File: config.mk
export PLATFORM = sky130hd
export DESIGN_NAME = alu_arbiter
export DESIGN_NICKNAME = d
export VERILOG_FILES = /design/src/rtl/alu_arbiter.sv
export SDC_FILE = /design/constraint.sdc
export NUM_CORES = 1
export LEC_CHECK = 0
export ABC_AREA = 1
export CORE_AREA = 3 3 160 100
export CTS_CLUSTER_SIZE = 30
export DETAILED_ROUTE_END_ITERATION = 10
export DIE_AREA = 0 0 163 103
export GPL_TIMING_DRIVEN = 0
export HOLD_SLACK_MARGIN = 0.03
export MAX_ROUTING_LAYER = met4
export PLACE_DENSITY = 0.72
export SLEW_MARGIN = 20
export SYNTH_ARGS = -nofsm -noshare
export SYNTH_HDL_FRONTEND = slang
export SYNTH_SLANG_ARGS = --single-unit
export TNS_END_PERCENT = 100
File: constraint.sdc
create_clock -name clk -period 3.7 [get_ports clk]
set_clock_uncertainty 0.2 [all_clocks]
set_input_delay 0.74 -clock clk [delete_from_list [all_inputs] [get_ports clk]]
set_output_delay 0.74 -clock clk [all_outputs]
set_load 0.02 [all_outputs]
File: src/rtl/alu_arbiter.sv
// Two-requester front end for a shared multi-cycle ALU: grant, wait SETTLE_CYCLES, capture, pulse.
// Define ALU_ARBITER_RR_EN for round-robin grants; otherwise requester 0 has fixed priority.
module alu_arbiter #(
    parameter int SETTLE_CYCLES = 4   // legal range 1..15
) (
    input  logic        clk,
    input  logic        rst_n,
    input  logic        req0_valid,
    input  logic        req1_valid,
    input  logic [31:0] req0_a,
    input  logic [31:0] req0_b,
    input  logic [31:0] req1_a,
    input  logic [31:0] req1_b,
    input  logic [2:0]  req0_op,
    input  logic [2:0]  req1_op,
    output logic        req0_ready,
    output logic        req1_ready,
    output logic [31:0] alu_a,
    output logic [31:0] alu_b,
    output logic [2:0]  alu_sel,
    input  logic [31:0] alu_out,
    input  logic        alu_carry,
    input  logic        alu_overflow,
    input  logic        alu_zero,
    output logic        rsp0_valid,
    output logic        rsp1_valid,
    output logic [31:0] rsp_data,
    output logic        rsp_carry,
    output logic        rsp_overflow,
    output logic        rsp_zero,
    output logic        busy
);

    typedef enum logic [1:0] {IDLE, SETTLE, DONE} state_t;

    localparam logic [3:0] CNT_LOAD = 4'(SETTLE_CYCLES - 1);

    state_t      state_reg, state_next;
    logic [3:0]  count_reg, count_next;
    logic        owner_reg, owner_next;
    logic [31:0] alu_a_reg, alu_a_next;
    logic [31:0] alu_b_reg, alu_b_next;
    logic [2:0]  alu_sel_reg, alu_sel_next;
    logic [31:0] rsp_data_reg, rsp_data_next;
    logic        rsp_carry_reg, rsp_carry_next;
    logic        rsp_overflow_reg, rsp_overflow_next;
    logic        rsp_zero_reg, rsp_zero_next;

    logic [1:0]  req_valid;
    logic [1:0]  ready_vec;
    logic [1:0]  rsp_vec;
    logic        grant_id;

    assign req_valid = {req1_valid, req0_valid};

`ifdef ALU_ARBITER_RR_EN
    logic last_reg, last_next;
    // On contention the requester that did not win last time goes first.
    assign grant_id = (req0_valid && req1_valid) ? ~last_reg : req1_valid;
`else
    assign grant_id = ~req0_valid & req1_valid;
`endif

    for (genvar gi = 0; gi < 2; gi++) begin : g_port
        assign ready_vec[gi] = (state_reg == IDLE) && req_valid[gi] && (grant_id == 1'(gi));
        assign rsp_vec[gi]   = (state_reg == DONE) && (owner_reg == 1'(gi));
    end

    always_comb begin
        state_next        = state_reg;
        count_next        = count_reg;
        owner_next        = owner_reg;
        alu_a_next        = alu_a_reg;
        alu_b_next        = alu_b_reg;
        alu_sel_next      = alu_sel_reg;
        rsp_data_next     = rsp_data_reg;
        rsp_carry_next    = rsp_carry_reg;
        rsp_overflow_next = rsp_overflow_reg;
        rsp_zero_next     = rsp_zero_reg;
`ifdef ALU_ARBITER_RR_EN
        last_next         = last_reg;
`endif
        case (state_reg)
            IDLE: begin
                if (|req_valid) begin
                    state_next   = SETTLE;
                    count_next   = CNT_LOAD;
                    owner_next   = grant_id;
                    alu_a_next   = grant_id ? req1_a  : req0_a;
                    alu_b_next   = grant_id ? req1_b  : req0_b;
                    alu_sel_next = grant_id ? req1_op : req0_op;
`ifdef ALU_ARBITER_RR_EN
                    last_next    = grant_id;
`endif
                end
            end
            SETTLE: begin
                if (count_reg == 4'd0) begin
                    state_next        = DONE;
                    rsp_data_next     = alu_out;
                    rsp_carry_next    = alu_carry;
                    rsp_overflow_next = alu_overflow;
                    rsp_zero_next     = alu_zero;
                end else begin
                    count_next = count_reg - 4'd1;
                end
            end
            DONE:    state_next = IDLE;
            default: state_next = IDLE;
        endcase
    end

    always_ff @(posedge clk or negedge rst_n) begin
        if (!rst_n) begin
            state_reg        <= IDLE;
            count_reg        <= 4'd0;
            owner_reg        <= 1'b0;
            alu_a_reg        <= 32'd0;
            alu_b_reg        <= 32'd0;
            alu_sel_reg      <= 3'd0;
            rsp_data_reg     <= 32'd0;
            rsp_carry_reg    <= 1'b0;
            rsp_overflow_reg <= 1'b0;
            rsp_zero_reg     <= 1'b0;
`ifdef ALU_ARBITER_RR_EN
            last_reg         <= 1'b1;
`endif
        end else begin
            state_reg        <= state_next;
            count_reg        <= count_next;
            owner_reg        <= owner_next;
            alu_a_reg        <= alu_a_next;
            alu_b_reg        <= alu_b_next;
            alu_sel_reg      <= alu_sel_next;
            rsp_data_reg     <= rsp_data_next;
            rsp_carry_reg    <= rsp_carry_next;
            rsp_overflow_reg <= rsp_overflow_next;
            rsp_zero_reg     <= rsp_zero_next;
`ifdef ALU_ARBITER_RR_EN
            last_reg         <= last_next;
`endif
        end
    end

    assign req0_ready   = ready_vec[0];
    assign req1_ready   = ready_vec[1];
    assign rsp0_valid   = rsp_vec[0];
    assign rsp1_valid   = rsp_vec[1];
    assign alu_a        = alu_a_reg;
    assign alu_b        = alu_b_reg;
    assign alu_sel      = alu_sel_reg;
    assign rsp_data     = rsp_data_reg;
    assign rsp_carry    = rsp_carry_reg;
    assign rsp_overflow = rsp_overflow_reg;
    assign rsp_zero     = rsp_zero_reg;
    assign busy         = (state_reg != IDLE);

endmodule
# Yosys cells after proc, flatten, opt, wreduce, memory -nomap -nowiden
# Cells that the tools add are included.
[classes]
eq_ne = 5
muxes = 9
reduce_logical = 15
addsub = 1
bitwise = 4
[ops]
columns = ["operator", "count"]
rows = [
  ["2-to-1 mux 32 bit", 2],
  ["2-to-1 mux 4 bit", 2],
  ["case mux 4 bit (2 select lines)", 1],
  ["logical AND 1 bit", 6],
  ["AND reduction 2 bit", 3],
  ["logical NOT 4 bit", 1],
  ["2-to-1 mux 2 bit", 2],
  ["!= test 2 bit, second input constant", 2],
  ["case mux 2 bit (2 select lines)", 1],
  ["nonzero test 2 bit", 2],
  ["subtractor 4 x 1 -> 4 bit, second input constant", 1],
  ["2-to-1 mux 3 bit", 1],
  ["inverter 1 bit", 3],
  ["AND reduction 3 bit", 1],
  ["equality test 2 x 1 -> 1 bit, second input constant", 1],
  ["equality test 2 bit, second input constant", 1],
  ["logical NOT 2 bit", 1],
  ["!= test 2 x 1 -> 1 bit, second input constant", 1],
  ["OR reduction 2 bit", 1],
  ["AND 1 bit", 1],
]
[totals]
regBits = 109
out_inout_bits = 107
input_bits = 173
word_cells = 44

# Depth between registers and ports, before layout
[depth]
depth_word = 4
ltp_mapped = 7
depth_no_buf = 7

# Least setup slack after synthesis
# No wires, ideal clock.
[synth_timing]
kind = "input to output"
start = "input port req1_valid"
end = "output port req1_ready"
path_stages = 4
arrival_time_ps = 1470
setup_slack_ps = 1290
n_path_buf = 2
cell_sequence = "buf_2 > nand2_2 > clkbuf_1 > nor2_1"
[synth_via]
elab_chain_cells = 2
elab_cells_between_ends = 3
classes_between = "bitwise: 1; reduce/logical: 2"
[synth_lines]
columns = ["item", "line_no", "text"]
rows = [
  ["start: declaration", "9", "input logic req1_valid,"],
  ["AND 1 bit or logical AND 1 bit (tied branches)", "61, 65", ""],
  ["logical AND 1 bit (*)", "65", "assign ready_vec[gi] = (state_reg == IDLE) && req_valid[gi] && (grant_id == 1'(gi));"],
  ["end: declaration", "17", "output logic req1_ready,"],
]
# Mark *: on every way between the ends. The rest lies on a longest branch, timed or not.

# Final worst setup path
[layout_timing]
start = "input port req0_valid"
end = "output port req1_ready"
[layout_via]
elab_chain_cells = 3
[layout_lines]
columns = ["item", "line_no", "text"]
rows = [
  ["start: declaration", "8", "input logic req0_valid,"],
  ["inverter 1 bit", "61", "assign grant_id = ~req0_valid & req1_valid;"],
  ["AND 1 bit", "61", ""],
  ["logical AND 1 bit", "65", ""],
]
# Every way passes these cells.

==> results by stage <==
Detailed routing:
- In the routed layout, each cell is associated on average with a via count of 4.72.
- The routed design has 17400 microns of wire.
- The via count is 4996.
- The DRC violation count after routing is 0.
- The initial detailed-routing violation count is 249.
- The number of routed nets with antenna violations is 0.
- The routed length per instance is 16.4 microns.
- The number of detailed-routing iterations run before antenna repair is 4.

Setup path:
- For flop-to-flop paths, the worst setup slack is 1910 ps.
- Walking the worst path, the cells encountered are clkdlybuf4s50_1, inv_2, nand2_2, nor2_1, clkdlybuf4s50_1.
- The biggest fanout along the worst timing path is 15.
- The endpoint of the worst register-to-register path is alu_a[27]$_DFFE_PN0P_.
- The start-to-end type of the worst setup path is in2out.
- By instance count, the cell type seen most on the critical path is clkdlybuf4s50_1.
- The worst setup path is launched from a primary input.
- Measured in cells, the most critical reg-to-reg path has a length of 6.
- The reg-to-reg startpoint is state_reg[1]$_DFFE_PN0P_.
- The number of buffers and inverters on the critical path is 3.
- The worst path required time is 2760 ps.
- The slowest stage of the critical path is the clkdlybuf4s50_1 cell.
- The sort of element at the end of the critical path is a primary output.
- The worst stage delay on the critical path is 610 ps.
- Among cell families on the critical path, the largest total delay comes from buffers and inverters.
- At the worst endpoint, the arrival time is 2430 ps.

Clocking:
- The count of hold buffers inserted by post-cts repair is 0.
- The total number of clock tree sinks is 109.
- The total CTS buffers is 9.
- Clock-pin slew was measured on the worst setup and hold paths at 80 ps.
- The longest clock path from root to sink contains 2 buffers.
- TritonCTS built the clock tree.
- Clock tree synthesis selected as its root buffer the cell clkbuf_16.
- The insertion delay to the later sink of the worst-skew pair is 340 ps.
- The maximum level of the CTS H-tree is 3.
- The post-cts gate resize count is 0.
- The number of post-CTS setup repair buffers is 0.

Synth:
- The number of storage elements in the synthesis netlist is 109.
- Counting flops with an async set or reset pin after synthesis yields a share of 100%.
- The portion of the post-synthesis area used by sequential elements is 56.7%.
- The synthesized netlist occupies a cell area of 0.00481 sq mm.
- Synthesis produced a netlist with a net count of 740.
- The dominant register cell in the synthesized netlist is dfrtp_1.
- After technology mapping, the gate count stands at 566.
- The total number of yosys warnings is 0.
- The average instance in the mapped netlist occupies 8.50 sq um.
- The number of enable-type register cells in the synthesized netlist is 0.
- In this run, distinct cell masters in the synthesized netlist total 21.

Floorplanning:
- The initial standard-cell utilization of the core is 33.2%.
- The count of boundary I/O pins is 280.
- The die is 103 microns tall.
- The area of the placeable core is 0.0145 sq mm.
- The area enclosed by the die boundary is 0.0168 sq mm.
- The width of the chip is 163 microns.
- In this run the core area contains 34 standard-cell rows.

Global routing:
- The global-route wire length before repair is 26500 microns.
- The largest net degree at the start of global routing is 57.
- The total global routing track utilization is 21.0%.
- The number of global-route vias before repair was 4883.
- The number of antenna violations at the first check in global routing is 0.
- After global routing the overflow that remains totals 0.

Layout:
- The net count of the finished layout is 1029.
- Leaving out fill and tap cells, the most frequent cells in the layout are clkdlybuf4s50_1 (277), nand2_1 (179), dfrtp_1 (109), nor2_1 (76), nand3_1 (69).
- The number of antenna repair diodes is 0.
- Fill cells in the final layout number 1375.
- In the final layout, the share of cells above drive strength 1 is 6.05%.
- For this run, the share of the core covered by cells in the final layout is 56.4%.
- The layout overhead on the synthesized area is 69.7%.
- The most common cell after layout, fill and taps aside is clkdlybuf4s50_1.

Flow run:
- The count of maximum capacitance violations is 0.

STA:
- At the pin with the least slew margin, the transition time is 671 ps.
- The hold violation count in the final report was 0.
- The normalized max-slew margin is 55.3%.
- Setup violations remaining at the end of the flow were counted as 0.
- Dividing the final minimum period by the clock period gives 91.0%.
- Based on the critical path, the design can be clocked at up to 297 MHz.
- Setup repair after global routing left no endpoint under its margin.
- The routed design could run at a clock period as short as 3370 ps.
- The number of slew-limit violations in the final report is 0.
- The tightest hold path in the finished design has a slack of 143 ps.

Pwr:
- In this run the power density over the cells is 797 mW/mm^2.
- Across the VDD grid, the largest voltage drop is 0.000404 V.
- The total leakage power is 3.54 nW.

Place:
- The wire-length estimate of the detail-placed layout is 13500 microns.
- Port buffering added 278 buffers.
- The weighted congestion reported at the end of routability-driven placement is 0.809.

Run status:
- The flow ran to the end, and the final reports show no timing, DRC or antenna violations.

Hold path:
- The type of the most critical hold path is in2async.
-- metrics by stage --
stage / std cells / total power [mW] / setup WS [ps] / setup TNS [ps] / instance area [sq um]
detailed placement: 1043 / 5.61 / 57.3 / 0 / 7870
finish: 1058 / 6.50 / 334 / 0 / 8160
global route: 1058 / 6.95 / 204 / 0 / 8160
global placement: 1042 / 5.55 / -2650 / -287790 / 7840
CTS: 1059 / 6.58 / 53.7 / 0 / 8160
floorplan: 566 / 3.85 / 1290 / 0 / 4810
-- Yosys cell counts (2+ instances only) --
cell type	n	share of area (%)
a31oi_1	67	8.7
buf_2	19	2.0
buf_4	5	0.78
clkbuf_1	17	1.3
dfrtp_1	109	57
inv_1	4	0.31
inv_2	4	0.31
nand2_1	179	14
nand2_2	2	0.26
nand3_1	69	7.2
nor2_1	76	5.9
nor2_4	2	0.47
nor3_1	2	0.21
o21ai_0	4	0.42
-- logic make-up after synthesis --
logic type / Yosys count / share of synthesized area [%]
DFF: 109 / 56.7
adders and majority gates: 1 / 0.260
AOI/OAI and AO/OA: 73 / 9.37
buffers and inverters: 50 / 4.94
xor gates and xnor gates: 1 / 0.182
and+or+nand+nor: 332 / 28.5
-- power breakdown --
part / internal [mW] / switching [mW]
registers: 1.79 / 0.319
logic: 1.58 / 1.86
clock network: 0.489 / 0.461
-- area by class of cell --
| class | count | area, sq um | share of cell area, % |
|---|---|---|---|
| Buffer | 41 | 204 | 2.50 |
| Clock buffer | 10 | 239 | 2.93 |
| Clock inverter | 6 | 55.1 | 0.675 |
| Inverter | 8 | 30.0 | 0.368 |
| Multi-Input combinational cell | 407 | 1840 | 22.6 |
| Sequential cell | 109 | 2730 | 33.4 |
| Tap cell | 198 | 248 | 3.04 |
| Timing Repair Buffer | 279 | 2810 | 34.5 |
-- worst max path at each step --
| stage | from | to | slack [ps] | cells after the start |
|---|---|---|---|---|
| 2_1_floorplan | req1_valid | req1_ready | 1290 | 4 |
| 3_5_place_dp | req0_valid | req1_ready | 60 | 6 |
| 5_1_grt | req0_valid | req1_ready | 200 | 5 |
| 4_1_cts | req0_valid | req1_ready | 50 | 6 |
| 6_report | req0_valid | req1_ready | 330 | 5 |
| 3_3_place_gp | rst_n | rsp_data[19]$_DFFE_PN0P_ | -2650 | 1 |
-- routing by layer --
| layer | part of all wire [%] | GRT usage, % | wire (microns) |
|---|---|---|---|
| met5 | 0 | - | 0 |
| met4 | 0.90 | 3.38 | 157 |
| met3 | 9.3 | 7.83 | 1620 |
| met2 | 45 | 32.8 | 7790 |
| met1 | 45 | 26.8 | 7800 |
(Power assumes the default switching activity.)
